## config.mk

```make
export PLATFORM = sky130hd
export DESIGN_NAME = commit_unit_p_flat
export DESIGN_NICKNAME = d
export VERILOG_FILES = /design/src/rtl/commit_unit_p_if.sv /design/src/rtl/commit_unit_p.sv /design/src/flat_wrapper.sv
export SDC_FILE = /design/constraint.sdc
export NUM_CORES = 1
export LEC_CHECK = 0
export ABC_AREA = 1
export CAP_MARGIN = 20
export CORE_AREA = 8 8 161 163
export DETAILED_ROUTE_END_ITERATION = 6
export DIE_AREA = 0 0 169 171
export HOLD_SLACK_MARGIN = 0.05
export PLACE_DENSITY = 0.75
export SYNTH_ARGS = -nofsm -noshare
export SYNTH_HDL_FRONTEND = slang
export SYNTH_SLANG_ARGS = --single-unit
```

## constraint.sdc

```tcl
create_clock -name clk -period 5.3 [get_ports clk]
set_clock_uncertainty 0.05 [all_clocks]
set_input_delay 0.53 -clock clk [delete_from_list [all_inputs] [get_ports clk]]
set_output_delay 0.53 -clock clk [all_outputs]
set_load 0.05 [all_outputs]
```

## src/rtl/commit_unit_p_if.sv

```systemverilog
`default_nettype none
// ============================================================================
//  Module   : commit_unit_p_if
//  Brief    : ROB-head / memory-side bundle of the commit unit.
//             master = environment side, slave = commit unit side.
//  Revision : 1.0  initial release
// ============================================================================
interface commit_unit_p_if #(
  parameter int XLEN  = 32,
  parameter int ROB_W = 4,
  parameter int FID_W = 8,
  parameter int DST_W = 5,
  parameter int DLY_W = 4
);
  logic             i_flush;
  logic             i_valid;
  logic             i_ready;
  logic [XLEN-1:0]  i_pc;
  logic [ROB_W-1:0] i_rob;
  logic [DST_W-1:0] i_dst;
  logic [XLEN-1:0]  i_value;
  logic [FID_W-1:0] i_fid;
  logic             i_load;
  logic             i_store;
  logic             i_lssigned;
  logic [1:0]       i_lswidth;
  logic             i_lsmiss;
  logic [DLY_W-1:0] i_cmtdelay;
  logic             i_bco_valid;
  logic             i_bco_taken;
  logic [1:0]       i_bco_pattern;
  logic [XLEN-1:0]  i_bco_target;
  logic             i_snoop_qhit;
  logic             s_busy_uncached_store;
  logic             i_mem_readyn;
  logic             i_lb_qhit;
  logic [XLEN-1:0]  i_lb_qdata;

  logic [XLEN-1:0]  o_snoop_qaddr;
  logic [XLEN-1:0]  o_lb_qaddr;
  logic             o_en;
  logic             o_store;
  logic [FID_W-1:0] o_fid;
  logic [DST_W-1:0] o_dst;
  logic [XLEN-1:0]  o_result;
  logic             o_mem_store_en;
  logic             o_rdctrl_en;
  logic             o_rdctrl_uncached;
  logic [FID_W-1:0] o_rdctrl_fid;
  logic [XLEN-1:0]  o_rdctrl_addr;
  logic [1:0]       o_rdctrl_lswidth;
  logic             o_nowb_en;
  logic [ROB_W-1:0] o_nowb_rob;
  logic [XLEN-1:0]  o_nowb_value;
  logic             o_bco_valid;
  logic             o_bco_taken;
  logic [1:0]       o_bco_pattern;
  logic [XLEN-1:0]  o_bco_pc;
  logic [XLEN-1:0]  o_bco_target;

  modport master (
    output i_flush, i_valid, i_ready, i_pc, i_rob, i_dst, i_value, i_fid,
           i_load, i_store, i_lssigned, i_lswidth, i_lsmiss, i_cmtdelay,
           i_bco_valid, i_bco_taken, i_bco_pattern, i_bco_target,
           i_snoop_qhit, s_busy_uncached_store, i_mem_readyn,
           i_lb_qhit, i_lb_qdata,
    input  o_snoop_qaddr, o_lb_qaddr, o_en, o_store, o_fid, o_dst, o_result,
           o_mem_store_en, o_rdctrl_en, o_rdctrl_uncached, o_rdctrl_fid,
           o_rdctrl_addr, o_rdctrl_lswidth, o_nowb_en, o_nowb_rob,
           o_nowb_value, o_bco_valid, o_bco_taken, o_bco_pattern, o_bco_pc,
           o_bco_target
  );

  modport slave (
    input  i_flush, i_valid, i_ready, i_pc, i_rob, i_dst, i_value, i_fid,
           i_load, i_store, i_lssigned, i_lswidth, i_lsmiss, i_cmtdelay,
           i_bco_valid, i_bco_taken, i_bco_pattern, i_bco_target,
           i_snoop_qhit, s_busy_uncached_store, i_mem_readyn,
           i_lb_qhit, i_lb_qdata,
    output o_snoop_qaddr, o_lb_qaddr, o_en, o_store, o_fid, o_dst, o_result,
           o_mem_store_en, o_rdctrl_en, o_rdctrl_uncached, o_rdctrl_fid,
           o_rdctrl_addr, o_rdctrl_lswidth, o_nowb_en, o_nowb_rob,
           o_nowb_value, o_bco_valid, o_bco_taken, o_bco_pattern, o_bco_pc,
           o_bco_target
  );
endinterface
`default_nettype wire

```

## src/rtl/commit_unit_p.sv

```systemverilog
`default_nettype none
// ============================================================================
//  Module   : commit_unit_p
//  Brief    : Commits the ROB head, releases stores, refills missed loads
//             through a small IDLE/REQ/WAIT machine and replays branch
//             override info one cycle after the delay-slot commit.
//  Revision : 1.0  initial release
// ============================================================================
module commit_unit_p #(
  parameter int XLEN  = 32,
  parameter int ROB_W = 4,
  parameter int FID_W = 8,
  parameter int DST_W = 5,
  parameter int DLY_W = 4
) (
  input  logic           clk,
  input  logic           resetn,
  commit_unit_p_if.slave bus
);

  typedef enum logic [1:0] {
    S_IDLE = 2'd0,
    S_REQ  = 2'd1,
    S_WAIT = 2'd2
  } state_t;

  state_t           r_state;
  state_t           w_state_nxt;
  logic             w_base;
  logic             w_commit;
  logic             w_miss_commit;
  logic             w_go_req;
  logic [XLEN-1:0]  w_paddr;
  logic             w_unc;
  logic [7:0]       w_byte;
  logic [15:0]      w_half;
  logic [XLEN-1:0]  w_miss_res;

  logic [XLEN-1:0]  r_paddr;
  logic             r_unc;
  logic [FID_W-1:0] r_fid;
  logic [1:0]       r_lsw;
  logic             r_nowb_en;
  logic [ROB_W-1:0] r_nowb_rob;
  logic [XLEN-1:0]  r_nowb_value;
  logic             r_pending;
  logic             r_bco_taken_l;
  logic [1:0]       r_bco_pattern_l;
  logic [XLEN-1:0]  r_bco_pc_l;
  logic [XLEN-1:0]  r_bco_target_l;
  logic             r_bco_valid;
  logic             r_bco_taken;
  logic [1:0]       r_bco_pattern;
  logic [XLEN-1:0]  r_bco_pc;
  logic [XLEN-1:0]  r_bco_target;

  // Address translation: kseg1-style window maps to low memory, bit 29 = uncached
  always_comb begin
    w_paddr = bus.i_value;
    w_unc   = 1'b0;
    if (bus.i_value[31:30] == 2'b10) begin
      w_paddr       = '0;
      w_paddr[28:0] = bus.i_value[28:0];
      w_unc         = bus.i_value[29];
    end
  end

  // Extract the missed load's byte/half from the load-buffer word and extend it
  always_comb begin
    w_byte = bus.i_lb_qdata[7:0];
    case (r_paddr[1:0])
      2'd0:    w_byte = bus.i_lb_qdata[7:0];
      2'd1:    w_byte = bus.i_lb_qdata[15:8];
      2'd2:    w_byte = bus.i_lb_qdata[23:16];
      default: w_byte = bus.i_lb_qdata[31:24];
    endcase
    w_half = r_paddr[1] ? bus.i_lb_qdata[31:16] : bus.i_lb_qdata[15:0];
    case (bus.i_lswidth)
      2'b00:   w_miss_res = {{(XLEN-8){bus.i_lssigned & w_byte[7]}}, w_byte};
      2'b01:   w_miss_res = {{(XLEN-16){bus.i_lssigned & w_half[15]}}, w_half};
      default: w_miss_res = bus.i_lb_qdata;
    endcase
  end

  // Commit decision and load-miss next state; flush overrides everything
  always_comb begin
    w_base = bus.i_valid & bus.i_ready & (bus.i_cmtdelay == '0) &
             ~r_bco_valid & ~bus.i_snoop_qhit & ~bus.i_flush;
    w_state_nxt   = r_state;
    w_commit      = 1'b0;
    w_miss_commit = 1'b0;
    w_go_req      = 1'b0;
    case (r_state)
      S_IDLE: begin
        if (w_base) begin
          if (bus.i_store)     w_commit = ~bus.i_mem_readyn;
          else if (bus.i_load) w_commit = ~bus.i_lsmiss;
          else                 w_commit = 1'b1;
        end
        if (w_base & bus.i_load & bus.i_lsmiss &
            ~(w_unc & bus.s_busy_uncached_store)) begin
          w_go_req    = 1'b1;
          w_state_nxt = S_REQ;
        end
      end
      S_REQ:  w_state_nxt = S_WAIT;
      S_WAIT: begin
        if (w_base & bus.i_lb_qhit) begin
          w_commit      = 1'b1;
          w_miss_commit = 1'b1;
          w_state_nxt   = S_IDLE;
        end
      end
      default: w_state_nxt = S_IDLE;
    endcase
    if (bus.i_flush) w_state_nxt = S_IDLE;
  end

  // State register
  always_ff @(posedge clk) begin
    if (!resetn) r_state <= S_IDLE;
    else         r_state <= w_state_nxt;
  end

  // Capture the refill request fields when the miss is accepted
  always_ff @(posedge clk) begin
    if (w_go_req) begin
      r_paddr <= w_paddr;
      r_unc   <= w_unc;
      r_fid   <= bus.i_fid;
      r_lsw   <= bus.i_lswidth;
    end
  end

  // Late writeback of the refilled load, one cycle after its commit
  always_ff @(posedge clk) begin
    if (!resetn) r_nowb_en <= 1'b0;
    else         r_nowb_en <= w_miss_commit;
    r_nowb_rob   <= bus.i_rob;
    r_nowb_value <= w_miss_res;
  end

  // Branch override: latch at branch commit, publish after the delay slot
  always_ff @(posedge clk) begin
    if (!resetn) begin
      r_pending   <= 1'b0;
      r_bco_valid <= 1'b0;
    end else begin
      r_bco_valid <= w_commit & r_pending;
      if (bus.i_flush)                         r_pending <= 1'b0;
      else if (w_commit & r_pending)           r_pending <= 1'b0;
      else if (w_commit & bus.i_bco_valid)     r_pending <= 1'b1;
    end
    if (w_commit & ~r_pending & bus.i_bco_valid) begin
      r_bco_pc_l      <= bus.i_pc;
      r_bco_pattern_l <= bus.i_bco_pattern;
      r_bco_taken_l   <= bus.i_bco_taken;
      r_bco_target_l  <= bus.i_bco_target;
    end
    if (w_commit & r_pending) begin
      r_bco_pc      <= r_bco_pc_l;
      r_bco_pattern <= r_bco_pattern_l;
      r_bco_taken   <= r_bco_taken_l;
      r_bco_target  <= r_bco_target_l;
    end
  end

  assign bus.o_snoop_qaddr     = bus.i_pc;
  assign bus.o_lb_qaddr        = r_paddr;
  assign bus.o_en              = w_commit;
  assign bus.o_store           = w_commit & bus.i_store;
  assign bus.o_fid             = bus.i_fid;
  assign bus.o_dst             = bus.i_dst;
  assign bus.o_result          = w_miss_commit ? w_miss_res : bus.i_value;
  assign bus.o_mem_store_en    = w_commit & bus.i_store;
  assign bus.o_rdctrl_en       = (r_state == S_REQ) & ~bus.i_flush;
  assign bus.o_rdctrl_uncached = r_unc;
  assign bus.o_rdctrl_fid      = r_fid;
  assign bus.o_rdctrl_addr     = r_paddr;
  assign bus.o_rdctrl_lswidth  = r_lsw;
  assign bus.o_nowb_en         = r_nowb_en;
  assign bus.o_nowb_rob        = r_nowb_rob;
  assign bus.o_nowb_value      = r_nowb_value;
  assign bus.o_bco_valid       = r_bco_valid;
  assign bus.o_bco_taken       = r_bco_taken;
  assign bus.o_bco_pattern     = r_bco_pattern;
  assign bus.o_bco_pc          = r_bco_pc;
  assign bus.o_bco_target      = r_bco_target;

endmodule
`default_nettype wire

```

## src/flat_wrapper.sv

```systemverilog
// flat-port wrapper written by rule: the top's interface ports become plain ports
module commit_unit_p_flat 
#(
  parameter int XLEN  = 32,
  parameter int ROB_W = 4,
  parameter int FID_W = 8,
  parameter int DST_W = 5,
  parameter int DLY_W = 4
)
  (clk, resetn, bus_i_flush, bus_i_valid, bus_i_ready, bus_i_pc, bus_i_rob, bus_i_dst, bus_i_value, bus_i_fid, bus_i_load, bus_i_store, bus_i_lssigned, bus_i_lswidth, bus_i_lsmiss, bus_i_cmtdelay, bus_i_bco_valid, bus_i_bco_taken, bus_i_bco_pattern, bus_i_bco_target, bus_i_snoop_qhit, bus_s_busy_uncached_store, bus_i_mem_readyn, bus_i_lb_qhit, bus_i_lb_qdata, bus_o_snoop_qaddr, bus_o_lb_qaddr, bus_o_en, bus_o_store, bus_o_fid, bus_o_dst, bus_o_result, bus_o_mem_store_en, bus_o_rdctrl_en, bus_o_rdctrl_uncached, bus_o_rdctrl_fid, bus_o_rdctrl_addr, bus_o_rdctrl_lswidth, bus_o_nowb_en, bus_o_nowb_rob, bus_o_nowb_value, bus_o_bco_valid, bus_o_bco_taken, bus_o_bco_pattern, bus_o_bco_pc, bus_o_bco_target);
  commit_unit_p_if #(.XLEN(XLEN), .ROB_W(ROB_W), .FID_W(FID_W), .DST_W(DST_W), .DLY_W(DLY_W)) bus_i ();
  input  logic clk;
  input  logic resetn;
  input wire logic [$bits(bus_i.i_flush)-1:0] bus_i_flush;
  input wire logic [$bits(bus_i.i_valid)-1:0] bus_i_valid;
  input wire logic [$bits(bus_i.i_ready)-1:0] bus_i_ready;
  input wire logic [$bits(bus_i.i_pc)-1:0] bus_i_pc;
  input wire logic [$bits(bus_i.i_rob)-1:0] bus_i_rob;
  input wire logic [$bits(bus_i.i_dst)-1:0] bus_i_dst;
  input wire logic [$bits(bus_i.i_value)-1:0] bus_i_value;
  input wire logic [$bits(bus_i.i_fid)-1:0] bus_i_fid;
  input wire logic [$bits(bus_i.i_load)-1:0] bus_i_load;
  input wire logic [$bits(bus_i.i_store)-1:0] bus_i_store;
  input wire logic [$bits(bus_i.i_lssigned)-1:0] bus_i_lssigned;
  input wire logic [$bits(bus_i.i_lswidth)-1:0] bus_i_lswidth;
  input wire logic [$bits(bus_i.i_lsmiss)-1:0] bus_i_lsmiss;
  input wire logic [$bits(bus_i.i_cmtdelay)-1:0] bus_i_cmtdelay;
  input wire logic [$bits(bus_i.i_bco_valid)-1:0] bus_i_bco_valid;
  input wire logic [$bits(bus_i.i_bco_taken)-1:0] bus_i_bco_taken;
  input wire logic [$bits(bus_i.i_bco_pattern)-1:0] bus_i_bco_pattern;
  input wire logic [$bits(bus_i.i_bco_target)-1:0] bus_i_bco_target;
  input wire logic [$bits(bus_i.i_snoop_qhit)-1:0] bus_i_snoop_qhit;
  input wire logic [$bits(bus_i.s_busy_uncached_store)-1:0] bus_s_busy_uncached_store;
  input wire logic [$bits(bus_i.i_mem_readyn)-1:0] bus_i_mem_readyn;
  input wire logic [$bits(bus_i.i_lb_qhit)-1:0] bus_i_lb_qhit;
  input wire logic [$bits(bus_i.i_lb_qdata)-1:0] bus_i_lb_qdata;
  output wire logic [$bits(bus_i.o_snoop_qaddr)-1:0] bus_o_snoop_qaddr;
  output wire logic [$bits(bus_i.o_lb_qaddr)-1:0] bus_o_lb_qaddr;
  output wire logic [$bits(bus_i.o_en)-1:0] bus_o_en;
  output wire logic [$bits(bus_i.o_store)-1:0] bus_o_store;
  output wire logic [$bits(bus_i.o_fid)-1:0] bus_o_fid;
  output wire logic [$bits(bus_i.o_dst)-1:0] bus_o_dst;
  output wire logic [$bits(bus_i.o_result)-1:0] bus_o_result;
  output wire logic [$bits(bus_i.o_mem_store_en)-1:0] bus_o_mem_store_en;
  output wire logic [$bits(bus_i.o_rdctrl_en)-1:0] bus_o_rdctrl_en;
  output wire logic [$bits(bus_i.o_rdctrl_uncached)-1:0] bus_o_rdctrl_uncached;
  output wire logic [$bits(bus_i.o_rdctrl_fid)-1:0] bus_o_rdctrl_fid;
  output wire logic [$bits(bus_i.o_rdctrl_addr)-1:0] bus_o_rdctrl_addr;
  output wire logic [$bits(bus_i.o_rdctrl_lswidth)-1:0] bus_o_rdctrl_lswidth;
  output wire logic [$bits(bus_i.o_nowb_en)-1:0] bus_o_nowb_en;
  output wire logic [$bits(bus_i.o_nowb_rob)-1:0] bus_o_nowb_rob;
  output wire logic [$bits(bus_i.o_nowb_value)-1:0] bus_o_nowb_value;
  output wire logic [$bits(bus_i.o_bco_valid)-1:0] bus_o_bco_valid;
  output wire logic [$bits(bus_i.o_bco_taken)-1:0] bus_o_bco_taken;
  output wire logic [$bits(bus_i.o_bco_pattern)-1:0] bus_o_bco_pattern;
  output wire logic [$bits(bus_i.o_bco_pc)-1:0] bus_o_bco_pc;
  output wire logic [$bits(bus_i.o_bco_target)-1:0] bus_o_bco_target;
  assign bus_i.i_flush = bus_i_flush;
  assign bus_i.i_valid = bus_i_valid;
  assign bus_i.i_ready = bus_i_ready;
  assign bus_i.i_pc = bus_i_pc;
  assign bus_i.i_rob = bus_i_rob;
  assign bus_i.i_dst = bus_i_dst;
  assign bus_i.i_value = bus_i_value;
  assign bus_i.i_fid = bus_i_fid;
  assign bus_i.i_load = bus_i_load;
  assign bus_i.i_store = bus_i_store;
  assign bus_i.i_lssigned = bus_i_lssigned;
  assign bus_i.i_lswidth = bus_i_lswidth;
  assign bus_i.i_lsmiss = bus_i_lsmiss;
  assign bus_i.i_cmtdelay = bus_i_cmtdelay;
  assign bus_i.i_bco_valid = bus_i_bco_valid;
  assign bus_i.i_bco_taken = bus_i_bco_taken;
  assign bus_i.i_bco_pattern = bus_i_bco_pattern;
  assign bus_i.i_bco_target = bus_i_bco_target;
  assign bus_i.i_snoop_qhit = bus_i_snoop_qhit;
  assign bus_i.s_busy_uncached_store = bus_s_busy_uncached_store;
  assign bus_i.i_mem_readyn = bus_i_mem_readyn;
  assign bus_i.i_lb_qhit = bus_i_lb_qhit;
  assign bus_i.i_lb_qdata = bus_i_lb_qdata;
  assign bus_o_snoop_qaddr = bus_i.o_snoop_qaddr;
  assign bus_o_lb_qaddr = bus_i.o_lb_qaddr;
  assign bus_o_en = bus_i.o_en;
  assign bus_o_store = bus_i.o_store;
  assign bus_o_fid = bus_i.o_fid;
  assign bus_o_dst = bus_i.o_dst;
  assign bus_o_result = bus_i.o_result;
  assign bus_o_mem_store_en = bus_i.o_mem_store_en;
  assign bus_o_rdctrl_en = bus_i.o_rdctrl_en;
  assign bus_o_rdctrl_uncached = bus_i.o_rdctrl_uncached;
  assign bus_o_rdctrl_fid = bus_i.o_rdctrl_fid;
  assign bus_o_rdctrl_addr = bus_i.o_rdctrl_addr;
  assign bus_o_rdctrl_lswidth = bus_i.o_rdctrl_lswidth;
  assign bus_o_nowb_en = bus_i.o_nowb_en;
  assign bus_o_nowb_rob = bus_i.o_nowb_rob;
  assign bus_o_nowb_value = bus_i.o_nowb_value;
  assign bus_o_bco_valid = bus_i.o_bco_valid;
  assign bus_o_bco_taken = bus_i.o_bco_taken;
  assign bus_o_bco_pattern = bus_i.o_bco_pattern;
  assign bus_o_bco_pc = bus_i.o_bco_pc;
  assign bus_o_bco_target = bus_i.o_bco_target;
  commit_unit_p #(.XLEN(XLEN), .ROB_W(ROB_W), .FID_W(FID_W), .DST_W(DST_W), .DLY_W(DLY_W)) u_core (.clk(clk), .resetn(resetn), .bus(bus_i));
endmodule
```

After elaboration in Yosys (flattened, before gate mapping)
Index checks and enable logic that the tools add are counted.
{ "classes": {"n_reduce_logical": 7, "bitwise": 26, "n_eq_ne": 8, "n_mux": 16} }
{ "ops": {"columns": ["operator", "count"], "rows": [
  ["$pmux 32 s2", 1],
  ["$mux 32", 1],
  ["$pmux 8 s3", 1],
  ["$and 1x1->1", 18],
  ["$mux 16", 1],
  ["$mux 1", 8],
  ["$not 1->1", 8],
  ["$eq 2x1->1 const B", 3],
  ["$eq 2x2->1 const B", 3],
  ["$logic_not 2->1", 3],
  ["$pmux 2 s3", 1],
  ["$logic_not 4->1", 1],
  ["$mux 2", 2],
  ["$ne 2x1->1 const B", 2],
  ["$reduce_or 3->1", 1],
  ["$pmux 1 s2", 1],
  ["$reduce_and 2->1", 1],
  ["$reduce_or 2->1", 1]
]} }
{ "word_totals": {"ff_bits": 218, "input_bits": 168, "output_inout_bits": 261} }

Logic depth before layout (Yosys ltp)
{ "logic_depth": {"word_depth": 10, "mapped_depth": 9, "ltp_nobuf": 8} }

Worst setup path before layout
Ideal clock, no wire load.
{ "synth_path": {"path_type": "register to register", "startpoint": "register u_core.r_bco_valid, in the netlist u_core.bus.o_bco_valid", "endpoint": "register u_core.r_bco_pattern_l[0] (enable)", "path_stages_with_launch": 6, "synth_period_minus_slack_ns": 4.826, "t_arrival_ns": 4.284, "path_slack_ns": 0.474, "cell_sequence": "dfxtp_1 nor3_2 nand4_2 nand2_1 nand2_1 nor2_1"} }
{ "synth_via": {"elab_chain_cells": 9, "elab_cells_between_ends": 10, "classes_between": "mux (3); bitwise (7)"} }
{ "synth_lines": {"columns": ["item", "line_no", "text"], "rows": [
  ["start: declaration", "commit_unit_p.sv:51", "logic r_bco_valid;"],
  ["start signal: assignment", "commit_unit_p.sv:149", "r_bco_valid <= w_commit & r_pending;"],
  ["$not 1->1 *", "commit_unit_p.sv:88", "~r_bco_valid & ~bus.i_snoop_qhit & ~bus.i_flush;"],
  ["$and 1x1->1 *", "commit_unit_p.sv:87", "w_base = bus.i_valid & bus.i_ready & (bus.i_cmtdelay == '0) &"],
  ["$and 1x1->1 * (2 in a row)", "commit_unit_p.sv:88", null],
  ["$and 1x1->1", "commit_unit_p.sv:108", "if (w_base & bus.i_lb_qhit) begin"],
  ["$mux 1", "commit_unit_p.sv:108", null],
  ["$pmux 1 s2 *", "commit_unit_p.sv:93", "case (r_state)"],
  ["via bus_o_en", "flat_wrapper.sv:39", "output wire logic [$bits(bus_i.o_en)-1:0] bus_o_en;"],
  ["$and 1x1->1 * (2 in a row)", "commit_unit_p.sv:154", "if (w_commit & ~r_pending & bus.i_bco_valid) begin"],
  ["end signal: assignment", "commit_unit_p.sv:156", "r_bco_pattern_l <= bus.i_bco_pattern;"],
  ["end: declaration", "commit_unit_p.sv:48", "logic [1:0] r_bco_pattern_l;"]
]} }
Mark *: on every way through the listed nets, which the timed path passes. The rest lies on a longest branch.
A chain may end at the register's enable or synchronous reset.

Worst setup path after layout
{ "layout_path": {"startpoint": "input port bus_i_lswidth[1]", "endpoint": "output port bus_o_result[31]"} }
{ "layout_via": {"elab_chain_cells": 3, "elab_cells_between_ends": 4, "classes_between": "eq/ne (1); mux (2); reduce/logical (1)"} }
{ "layout_lines": {"columns": ["item", "line_no", "text"], "rows": [
  ["start: declaration", "flat_wrapper.sv:25", "input wire logic [$bits(bus_i.i_lswidth)-1:0] bus_i_lswidth;"],
  ["$eq 2x1->1 or $logic_not 2->1 (tied branches)", "commit_unit_p.sv:78", "case (bus.i_lswidth)"],
  ["$pmux 32 s2 *", "commit_unit_p.sv:78", null],
  ["via u_core.w_miss_res[31]", "commit_unit_p.sv:37", "logic [XLEN-1:0] w_miss_res;"],
  ["$mux 32 *", "commit_unit_p.sv:174", "assign bus.o_result = w_miss_commit ? w_miss_res : bus.i_value;"],
  ["end: declaration", "flat_wrapper.sv:43", "output wire logic [$bits(bus_i.o_result)-1:0] bus_o_result;"]
]} }
Marks and branches as above.

==> reports/qor.txt <==
worst path arrival time: 3.37 ns
area grow syn2layout: 57.7%
Port-buffer cells: 418
Crit Path Class: input pin to output port
ys async rst share: 0%
share of cells above drive strength 1: 8.36%
clock buffer depth: 3
Post-CTS Resized: 0
Clock Sinks: 218
Req. time, crit path: 4.72 ns
yosys warns: 0
Setup WS post-layout: 1.35 ns
total routed wirelength: 27400 µm
top cell type's share of synthesized area: 64.8%
largest net degree at the start of global routing: 68
CTS tree: done
Avg Synthesized Cell Area: 14.1 µm²
Post-Syn Instances: 583
antenna violations before repair: 0
placed cell areas: 12100 µm²
1st-iter DRT viols: 394
class of the worst hold path: register to register
CTS Hold Buffers Added: 0
library cells used by synthesis: 32
Root Driver: clkbuf_16
Worst setup EP type: output port
RSZ-0062 raised after global routing: no
drt drc: 0
vias per cell: 4.46
Placement Setup Slack: 1.40 ns
post-CTS setup buffer count: 0
initial core utilization: 35.3%
Worst setup SP type: input pin
CTS H-tree lvls: 1
EDFF count, synth: 177
Slew HR: 41.5%
wire length per cell: 21.5 µm
fin crit share: 74.6%
die area: 28900 µm²
Pre-antenna DRT Iters: 5
Tmin final: 3.95 ns
Mapped Nets: 751
Yosys reg bits: 218
Final setup violation count: 0
Lkg Pwr: 4.84 nW
Ports: 429
register area share after synthesis: 74.8%
first-pass GRT wire length: 37900 µm
die width: 169 µm
DP Wirelength: 21500 µm
grt total ovfl: 0
DIE HEIGHT: 171 µm
antenna-violating nets left: 0
Slew Limit Fails: 0
Std-Cell Core Area: 23300 µm²
outcome: complete, no violations
pwr dens: 314 nW/µm²
Fmax: 253 MHz
synth top area cells: edfxtp_1, dfxtp_1, nand2_1
total track usage: 17.6%
CP most frequent cell: clkdlybuf4s50_1
worst vdd ir: 0.214 mV
Min Hold Slack: 0.367 ns
via count: 5692
Worst-path clk slew: 0.06 ns
design area: 12900 µm²
cell area after synthesis: 8200 µm²
setup tns final: 0 ns
number of global-route vias before repair: 5799
Most used DFF post-synth: edfxtp_1
highest net fanout along the worst path: 24
clk_lat worst skew: 0.52 ns
fin cells: 1276
master of the slowest instance on the critical path: clkdlybuf4s50_1
Placed Cells: 1234
Worst-Margin Slew: 0.878 ns
Core Util, Final: 55.6%
Worst path max stage delay: 0.84 ns
largest area contributor in the synthesized netlist: edfxtp_1
final estimated routing congestion in global placement: 0.923
Num CTS Buffers: 23
Final Hold Fails: 0
crit-path cells: clkdlybuf4s50_1 > nor2_1 > nand4_4 > nand3_1 > nand2_1 > o21ai_0 > clkdlybuf4s50_1
Final #Nets: 1108
row cnt: 56
Total Power: 4.06 mW
Max Cap Viol: 0
number of inserted diodes: 0
[cell usage after synthesis (2+ instances only)]
cell,n
edfxtp_1,177
nand2_1,175
buf_4,80
dfxtp_1,41
nand3_2,18
inv_1,13
nor2_1,13
clkbuf_1,7
mux2i_1,7
o211ai_1,7
a21oi_1,6
nand3_1,6
buf_6,4
o21ai_0,4
nand2_2,3
nand3_4,3
inv_2,2
nor3_1,2
nor3_2,2
[where the power goes]
part           total [mW]  internal [mW]  switching, mW
clock                1.69           1.00          0.687
combinational       0.509          0.212          0.297
sequential           1.87           1.86        0.00658
total                4.06           3.07          0.991
[worst paths after layout]
path	from	to	slack, ns	cells past startpoint
min	u_core.r_bco_target_l[7]$_DFFE_PP_	u_core.bus.o_bco_target[7]$_DFFE_PP_	0.37	0
max reg2reg	u_core.bus.o_bco_valid$_SDFF_PN0_	u_core.bus.o_bco_pattern[0]$_DFFE_PP_	2.56	7
min reg2reg	u_core.r_bco_target_l[7]$_DFFE_PP_	u_core.bus.o_bco_target[7]$_DFFE_PP_	0.37	0
max	bus_i_lswidth[1]	bus_o_result[31]	1.35	7
[sequential cells by signal, indices dropped and copies added, names as in the netlist, 4 cells and up]
signal / cells
u_core.bus.o_bco_target: 32
u_core.bus.o_nowb_value: 32
u_core.bus.o_nowb_rob: 4
u_core.bus.o_bco_pc: 32
u_core.bus.o_lb_qaddr: 32
u_core.bus.o_rdctrl_fid: 8
u_core.r_bco_target_l: 32
u_core.r_bco_pc_l: 32
[area by class of cell]
type | instances | area (µm²)
tap | 319 | 399
multi-input combinational | 255 | 1300
fill | 1913 | 10300
clock buffer | 25 | 583
inverter | 16 | 60.1
timing repair buffer | 426 | 4240
clock inverter | 17 | 210
sequential | 218 | 6140
[routing by layer]
layer | share of wire (%) | global-route usage (%) | vias to the layer above
met4 | 2.2 | 4.92 | 0
li1 | - | - | 2641
met3 | 9.7 | 5.44 | 42
met2 | 51 | 31.0 | 305
met5 | 0 | 0 | -
met1 | 37 | 20.5 | 2704
[cell families after synthesis]
logic type             share of synthesized area, %
AND/OR/NAND/NOR                                13.3
buffers and inverters                          9.52
AO/OA/AOI/OAI                                  1.53
multiplexers                                  0.854
flip-flops                                     74.8
[worst max-delay path, delay by kind of cell]
family,cells,cell delay [ns]
AO/OA/AOI/OAI,1,0.09
AND/OR/NAND/NOR,4,1.23
buffers and inverters,2,1.50
[cells in the final DEF (no fill, tap or decap), drive strengths merged]
cell,instances
dfxtp,41
nand3b,1
clkbuf,25
nor3,4
mux2i,7
a2bb2oi,1
nor2,14
and2,1
nand2,178
o21ai,6
clkinvlp,3
a21oi,6
edfxtp,177
o211ai,7
nand4,3
clkinv,10
bufinv,4
clkdlybuf4s50,418
buf,8
nand3,27
inv,16
(Power assumes the default switching activity.)
